<file path="config.mk">
export PLATFORM = sky130hd
export DESIGN_NAME = mem_access_unit
export DESIGN_NICKNAME = d
export VERILOG_FILES = /design/src/rtl/mem_access_unit.sv
export SDC_FILE = /design/constraint.sdc
export NUM_CORES = 1
export LEC_CHECK = 0
export ABC_AREA = 1
export BUFFER_PORTS_ARGS = -buffer_cell sky130_fd_sc_hd__buf_2
export CAP_MARGIN = 25
export CORE_MARGIN = 1
export CORE_UTILIZATION = 50
export DETAILED_ROUTE_END_ITERATION = 7
export GPL_ROUTABILITY_DRIVEN = 0
export GPL_TIMING_DRIVEN = 0
export PLACE_DENSITY_LB_ADDON = 0.15
export SYNTH_ARGS = -nofsm -noshare
export SYNTH_HDL_FRONTEND = slang
export SYNTH_SLANG_ARGS = --single-unit
</file>
<file path="constraint.sdc">
create_clock -name clk -period 3 [get_ports clk]
set_input_delay 0.45 -clock clk [delete_from_list [all_inputs] [get_ports clk]]
set_output_delay 0.45 -clock clk [all_outputs]
set_load 0.05 [all_outputs]
</file>
<file path="src/rtl/mem_access_unit.sv">
`default_nettype none
// ============================================================================
//  Module   : mem_access_unit
//  Brief    : Serialises byte/half/word loads and stores onto a byte-wide
//             memory port, little-endian, with sign/zero extension of loads
//             and rejection of malformed or misaligned requests.
//  Revision : 1.0  initial release
// ============================================================================
module mem_access_unit #(
    parameter int WIDTH = 32
) (
    input  logic             clk,
    input  logic             reset,
    input  logic             memRead,
    input  logic             memWrite,
    input  logic             isByte,
    input  logic             isHalf,
    input  logic             isWord,
    input  logic             isUnsigned,
    input  logic [WIDTH-1:0] addr,
    input  logic [WIDTH-1:0] wdata,
    output logic [WIDTH-1:0] mem_addr,
    output logic [7:0]       mem_wdata,
    output logic             mem_re,
    output logic             mem_we,
    input  logic [7:0]       mem_rdata,
    input  logic             mem_ready,
    output logic [WIDTH-1:0] rdata,
    output logic             busy,
    output logic             done,
    output logic             err
);

    typedef enum logic [1:0] {
        IDLE   = 2'd0,
        ACCESS = 2'd1,
        DONE   = 2'd2
    } state_t;

    localparam logic [1:0] c_SIZE_BYTE = 2'd0;
    localparam logic [1:0] c_SIZE_HALF = 2'd1;
    localparam logic [1:0] c_SIZE_WORD = 2'd2;

    state_t           r_state;
    state_t           w_nextState;

    // Transaction context captured when a request is accepted
    logic [WIDTH-1:0] r_addr;
    logic [WIDTH-1:0] r_wdata;
    logic [1:0]       r_size;
    logic             r_isUnsigned;
    logic             r_isRead;
    logic [1:0]       r_index;
    logic [1:0]       r_lastIdx;
    logic [WIDTH-1:0] r_buf;

    // Registered outputs
    logic [WIDTH-1:0] r_memAddr;
    logic [7:0]       r_memWdata;
    logic             r_memRe;
    logic             r_memWe;
    logic [WIDTH-1:0] r_rdata;
    logic             r_busy;
    logic             r_done;
    logic             r_err;

    // Next-cycle control outputs
    logic             w_memReNext;
    logic             w_memWeNext;
    logic             w_busyNext;
    logic             w_doneNext;
    logic             w_errNext;

    // Request decode
    logic             w_req;
    logic             w_reject;
    logic [1:0]       w_size;
    logic [1:0]       w_lastIdx;

    // Datapath helpers
    logic             w_lastByte;
    logic [1:0]       w_nextIdx;
    logic [WIDTH-1:0] w_bufMerged;
    logic [WIDTH-1:0] w_extended;

    // Decode size (word beats half beats byte) and detect illegal requests
    always_comb begin
        w_req     = memRead | memWrite;
        w_size    = c_SIZE_BYTE;
        w_lastIdx = 2'd0;
        if (isWord) begin
            w_size    = c_SIZE_WORD;
            w_lastIdx = 2'd3;
        end else if (isHalf) begin
            w_size    = c_SIZE_HALF;
            w_lastIdx = 2'd1;
        end
        w_reject = (memRead & memWrite)
                 | ~(isByte | isHalf | isWord)
                 | (~isWord & isHalf & addr[0])
                 | (isWord & (addr[1:0] != 2'b00));
    end

    // Merge the incoming byte into its lane and extend the assembled load
    always_comb begin
        w_lastByte  = (r_index == r_lastIdx);
        w_nextIdx   = r_index + 2'd1;
        w_bufMerged = r_buf;
        w_bufMerged[{r_index, 3'b000} +: 8] = mem_rdata;
        case (r_size)
            c_SIZE_BYTE: w_extended = {{(WIDTH-8){~r_isUnsigned & w_bufMerged[7]}},
                                       w_bufMerged[7:0]};
            c_SIZE_HALF: w_extended = {{(WIDTH-16){~r_isUnsigned & w_bufMerged[15]}},
                                       w_bufMerged[15:0]};
            default:     w_extended = w_bufMerged;
        endcase
    end

    // Next-state and next-control-output logic
    always_comb begin
        w_nextState = r_state;
        w_memReNext = 1'b0;
        w_memWeNext = 1'b0;
        w_busyNext  = 1'b0;
        w_doneNext  = 1'b0;
        w_errNext   = 1'b0;
        case (r_state)
            IDLE: begin
                if (w_req) begin
                    if (w_reject) begin
                        w_nextState = DONE;
                        w_doneNext  = 1'b1;
                        w_errNext   = 1'b1;
                    end else begin
                        w_nextState = ACCESS;
                        w_busyNext  = 1'b1;
                        w_memReNext = memRead;
                        w_memWeNext = memWrite;
                    end
                end
            end
            ACCESS: begin
                if (mem_ready && w_lastByte) begin
                    w_nextState = DONE;
                    w_doneNext  = 1'b1;
                end else begin
                    w_busyNext  = 1'b1;
                    w_memReNext = r_isRead;
                    w_memWeNext = ~r_isRead;
                end
            end
            DONE: begin
                w_nextState = IDLE;
            end
            default: begin
                w_nextState = IDLE;
            end
        endcase
    end

    // State and control-output registers
    always_ff @(posedge clk) begin
        if (reset) begin
            r_state <= IDLE;
            r_memRe <= 1'b0;
            r_memWe <= 1'b0;
            r_busy  <= 1'b0;
            r_done  <= 1'b0;
            r_err   <= 1'b0;
        end else begin
            r_state <= w_nextState;
            r_memRe <= w_memReNext;
            r_memWe <= w_memWeNext;
            r_busy  <= w_busyNext;
            r_done  <= w_doneNext;
            r_err   <= w_errNext;
        end
    end

    // Datapath: capture request, step through bytes, assemble load result
    always_ff @(posedge clk) begin
        if (reset) begin
            r_addr       <= '0;
            r_wdata      <= '0;
            r_size       <= c_SIZE_BYTE;
            r_isUnsigned <= 1'b0;
            r_isRead     <= 1'b0;
            r_index      <= 2'd0;
            r_lastIdx    <= 2'd0;
            r_buf        <= '0;
            r_memAddr    <= '0;
            r_memWdata   <= 8'd0;
            r_rdata      <= '0;
        end else begin
            case (r_state)
                IDLE: begin
                    if (w_req) begin
                        r_addr       <= addr;
                        r_wdata      <= wdata;
                        r_size       <= w_size;
                        r_isUnsigned <= isUnsigned;
                        r_isRead     <= memRead;
                        r_index      <= 2'd0;
                        r_lastIdx    <= w_lastIdx;
                        r_buf        <= '0;
                        if (!w_reject) begin
                            r_memAddr  <= addr;
                            r_memWdata <= wdata[7:0];
                        end
                    end
                end
                ACCESS: begin
                    if (mem_ready) begin
                        if (r_isRead) begin
                            r_buf <= w_bufMerged;
                        end
                        if (w_lastByte) begin
                            if (r_isRead) begin
                                r_rdata <= w_extended;
                            end
                        end else begin
                            r_index    <= w_nextIdx;
                            r_memAddr  <= r_addr + WIDTH'(w_nextIdx);
                            r_memWdata <= r_wdata[{w_nextIdx, 3'b000} +: 8];
                        end
                    end
                end
                default: begin
                end
            endcase
        end
    end

    assign mem_addr  = r_memAddr;
    assign mem_wdata = r_memWdata;
    assign mem_re    = r_memRe;
    assign mem_we    = r_memWe;
    assign rdata     = r_rdata;
    assign busy      = r_busy;
    assign done      = r_done;
    assign err       = r_err;

endmodule
`default_nettype wire

</file>
# Yosys cells after proc, flatten, opt, wreduce, memory -nomap -nowiden
# Index checks and enable logic that the tools add are counted.
# classes
eq_ne	9
bitwise	17
add_sub_neg	3
n_mux	43
reduce_logical	12
shift	3
# op_table
cell	n
32-bit two-way mux	7
32-bit case mux with 2 select lines	3
32-bit by 2-bit adder with 32-bit output	1
32-bit bitwise mux	1
8-bit two-way mux	4
8-bit by 7-bit variable shift with 32-bit output (first input constant)	1
32-bit by 6-bit variable part select with 8-bit output	1
8-bit by 7-bit variable part select with 32-bit output	1
2-bit two-way mux	8
8-bit case mux with 2 select lines	1
1-bit two-way mux	13
2-bit inequality test (second input constant)	6
4-bit AND reduction	3
1-bit case mux with 2 select lines	4
2-bit case mux with 2 select lines	2
5-bit negator with 7-bit output	1
1-bit AND	6
1-bit bitwise OR	6
1-bit inverter	5
5-bit AND reduction	1
2-bit by 1-bit equality test with 1-bit output (second input constant)	2
2-bit logical NOT	2
2-bit AND reduction	2
2-bit nonzero test	2
4 further kinds	4
# totals
word_cells	104
input_bits	81
output_inout_bits	77
ff_bits	183

# Logic depth before layout (Yosys ltp)
# depth
depth_word	9
mapped_depth	14
ltp_nobuf	12

# Least setup slack after synthesis
# OpenSTA, ideal clock, no wires.
# synth_timing
path_kind	flip-flop to flip-flop
startpoint	register r_index[0]
endpoint	register r_memAddr[24], in the netlist mem_addr[24]
path_stages_with_launch	14
t_required_ps	2868
path_buffers	2
t_arrival_ps	2340
setup_ps	132
slack_ps	528
synth_period_minus_slack_ps	2472
path_cell_list	dfxtp_1 buf_2 inv_2 clkbuf_1 ha_1 fa_1 nand3_1 inv_1 nand2_1 inv_1 nand3b_1 nand3_1 nand2_1 a21oi_1
# synth_between
elab_chain_cells	5
elab_cells_between_ends	8
cone_classes	add/sub: 2; eq/ne: 2; mux: 3; reduce/logical: 1
# synth_lines
item	line_no	source
start: declaration	53	logic [1:0] r_index;
start signal: assignment	222	r_index <= w_nextIdx;
2-bit by 1-bit adder with 2-bit output	107	w_nextIdx = r_index + 2'd1;
32-bit by 2-bit adder with 32-bit output	223	r_memAddr <= r_addr + WIDTH'(w_nextIdx);
32-bit two-way mux	217	if (w_lastByte) begin
32-bit two-way mux	213	if (mem_ready) begin
32-bit case mux with 2 select lines	195	case (r_state)
end signal: assignment	207	r_memAddr <= addr;
end signal: assignment	223	
end: declaration	58	logic [WIDTH-1:0] r_memAddr;
# Parallel ways exist; a longest one is shown, timed or not. The select of a mux whose other input is x is not followed.
# A chain may end at the register's enable or synchronous reset.

# Worst setup path after layout
# layout_timing
startpoint	register r_index[0]
endpoint	register r_memAddr[23], in the netlist mem_addr[23]
# Same word-level chain as after synthesis.

==> results.py <==
metrics = {
    "timing": {
        "finalCriticalPeriod_ns": 2.80,
        "setup_viol": 0,
        "finalMaxSlewViolations": 0,
        "rsz0062_at_grt": "no",
        "period_share_pct": 93.3,
        "hold_viol_final": 0,
        "holdWs_ns": 0.232,
        "slew_headroom_pct": 50.5,
        "fmax_mhz": 357,
        "setup_tns_ns": 0,
        "worst_slew_pin_slew_ns": 0.743,
        "skew_ns": 0.00933,
    },
    "synth": {
        "ys_ff_latch": 182,
        "synth_xor_area_share_pct": 1.21,
        "synth_edf_count": 0,
        "seq_area_frac_synth_pct": 42.6,
        "synthAdderAreaFrac_pct": 1.26,
        "netlist_area_mm2": 0.00856,
        "synth.avg_cell_area_um2": 6.87,
        "synthDistinctLibCells": 38,
        "yosys_most_used_dff": "dfxtp_1",
        "synthCells": 1247,
        "synth_compound_area_share_pct": 19.8,
        "async_flop_share_pct": 0,
        "yosys.area_share.simple_pct": 27.5,
        "synth_top_family_by_area": "simple AND/OR/NAND/NOR gates",
        "synth_warnings": 0,
        "syn_nets": 1336,
        "synth.mux.area_fraction_pct": 0.935,
    },
    "cts": {
        "clock_sinks": 182,
        "numCtsBuffers": 17,
        "root_buffer": "clkbuf_16",
        "clkTransAtPathRegs_ns": 0.07,
        "clk_latency_ns": 0.43,
        "h-tree-depth": 4,
        "clockBufferDepth": 2,
        "cts_tree": "yes",
    },
    "power_and_ir_drop": {
        "total_power_w": 0.00676,
        "powerDensity_mw_per_mm2": 656,
        "peakVddDrop_uv": 439,
        "p_leak_nw": 4.34,
    },
    "worst_setup_path": {
        "slowest_delay_ns": 0.41,
        "crit_chain": "clkbuf_4, inv_2, clkbuf_2, ha_1, ha_1, nand3_1, nand2_4, inv_1, nor2_2, nand3b_1, nand2_1, nand3_1, a21oi_1",
        "cp_slowest_cell": "ha_1",
        "end_kind": "register",
        "start_kind": "register",
        "worstPathArrival_ns": 3.17,
        "crit_family": "simple AND/OR/NAND/NOR gates",
        "critPathMaxFanout": 13,
        "worstSetupPathType": "reg2reg",
        "cp_num_buf_inv": 4,
        "cp.required_ns": 3.37,
    },
    "routing": {
        "first_iter_violations": 749,
        "drcViolationCount": 0,
        "ant_nets": 0,
        "num_vias": 8836,
        "wl_per_cell_um": 15.8,
        "drtPass1Iterations": 6,
        "vias_per_cell": 5.33,
        "finalWirelength_um": 26300,
    },
    "global_routing": {
        "grt.total_usage_pct": 30.0,
        "grt_pass1_wl_um": 41600,
        "grt.met2_usage_pct": 49.7,
        "grt_pass1_vias": 8048,
        "gr-max-usage-layer": "met2",
        "grtUsageMet3_pct": 4.60,
        "grt_max_degree": 17,
        "gr-usage-met1_pct": 38.2,
        "antenna_found_initial": 1,
        "grt_overflow": 0,
    },
    "die": {
        "fp.dieH_um": 133,
        "core_area_mm2": 0.0166,
        "ios": 158,
        "initial_utilization_pct": 51.4,
        "die_x_um": 133,
        "die_area_mm2": 0.0176,
        "rows": 47,
    },
    "cells_and_area": {
        "seqCellArea_mm2": 0.00364,
        "fill_cells": 1602,
        "fin_cells": 1659,
        "postLayoutCoreUtil_pct": 61.9,
        "multi_input_area_mm2": 0.00435,
        "syn2layout_area_growth_pct": 20.3,
        "layout-drive-gt1-share_pct": 18.3,
        "nNetsFinal": 1514,
    },
    "run": {
        "maxCapViolCount": 0,
    },
    "run_status": {
        "status": "finished clean",
    },
    "placement": {
        "portBuffers": 157,
        "dp_hpwl_um": 19700,
        "dp_cells": 1624,
    },
    "min_path": {
        "hp-class": "in2reg",
    },
}
==> sequential cells by signal, indices dropped and copies added (netlist names), 2 cells and up <==
register and cells:
mem_addr 32, r_size 2, mem_wdata 8, r_index 2, r_buf 32, r_addr 32
r_state 2, rdata 32, r_wdata 32
==> power by group <==
group	internal [W]	switching (W)	total (W)
Combinational	0.000412	0.00110	0.00151
Sequential	0.00264	0.000152	0.00279
Clock	0.00144	0.00101	0.00245
Total	0.00449	0.00226	0.00676
==> area by class of cell <==
cell class              instances  area share [%]
well taps                     220            2.67
flip-flops and latches        182            35.4
clock buffers                  20            4.34
repair buffers                159            7.78
inverters                      67            2.47
diodes                          1          0.0243
clock inverters                12            1.86
multi-input cells             925            42.3
plain buffers                  73            3.20
==> synthesized netlist by cell type (7+ instances only) <==
master	count	area share, %
nor2_1	230	10
buf_2	25	1.5
clkbuf_1	41	1.8
a21oi_2	10	1.0
o21ai_1	27	1.6
inv_1	58	2.5
mux2i_1	8	0.94
a21oi_1	115	6.7
nand2_1	275	12
inv_2	7	0.31
nand3_1	41	2.4
nand3b_1	10	0.88
dfxtp_1	182	43
o21ai_0	130	7.6
ha_1	7	1.0
nor2_2	8	0.58
o22ai_1	32	2.3
==> tightest hold or removal path, stage by stage <==
cell and delay [ns]:
buf_2 0.07, nor2_1 0.03, nor2_1 0.08
==> repair_timing <==
action	4_1_cts	5_1_grt
endpoints found under the setup margin	10	12
setup buffers	0	2
hold buffers	0	0
gates cloned	0	0
pin swaps	0	1
gates resized for setup	1	5
==> metrics by stage <==
stage | worst slack, ns | cell area (um^2)
2_1_floorplan | 0.528 | 8560
3_3_place_gp | -0.102 | 9620
3_5_place_dp | -0.122 | 9620
4_1_cts | 0.0215 | 10300
5_1_grt | 0.00868 | 10300
6_report | 0.200 | 10300
==> cell usage in the layout, fill, tap and decap left out, types with 17 or more instances in the layout <==
cell	count
a21oi_1	115
clkbuf_16	17
buf_2	181
dfxtp_1	182
nand2_1	275
nand3_1	41
clkbuf_1	42
o22ai_1	32
o21ai_0	130
o21ai_1	27
inv_1	58
nor2_1	229
==> routing by layer <==
layer | vias up | routed length, um
li1 | 4433 | -
met1 | 3995 | 11400
met2 | 343 | 12400
met3 | 65 | 1620
met4 | 0 | 897
met5 | - | 0
==> final timing paths <==
check,from,to,slack (ns),cells past startpoint
worst min register to register,mem_addr[26],mem_addr[26],0.46,2
worst max-delay path,r_index[0],mem_addr[23],0.20,13
worst min-delay path,wdata[12],r_wdata[12],0.23,3
worst max register to register,r_index[0],mem_addr[23],0.20,13
==> kinds of logic after synthesis <==
logic type,count (synthesis)
fa+ha+maj,8
xor+xnor,11
mux,8
buf+inv,140
compound gates,319
simple gates,579
flops,182
(Power assumes the default switching activity.)
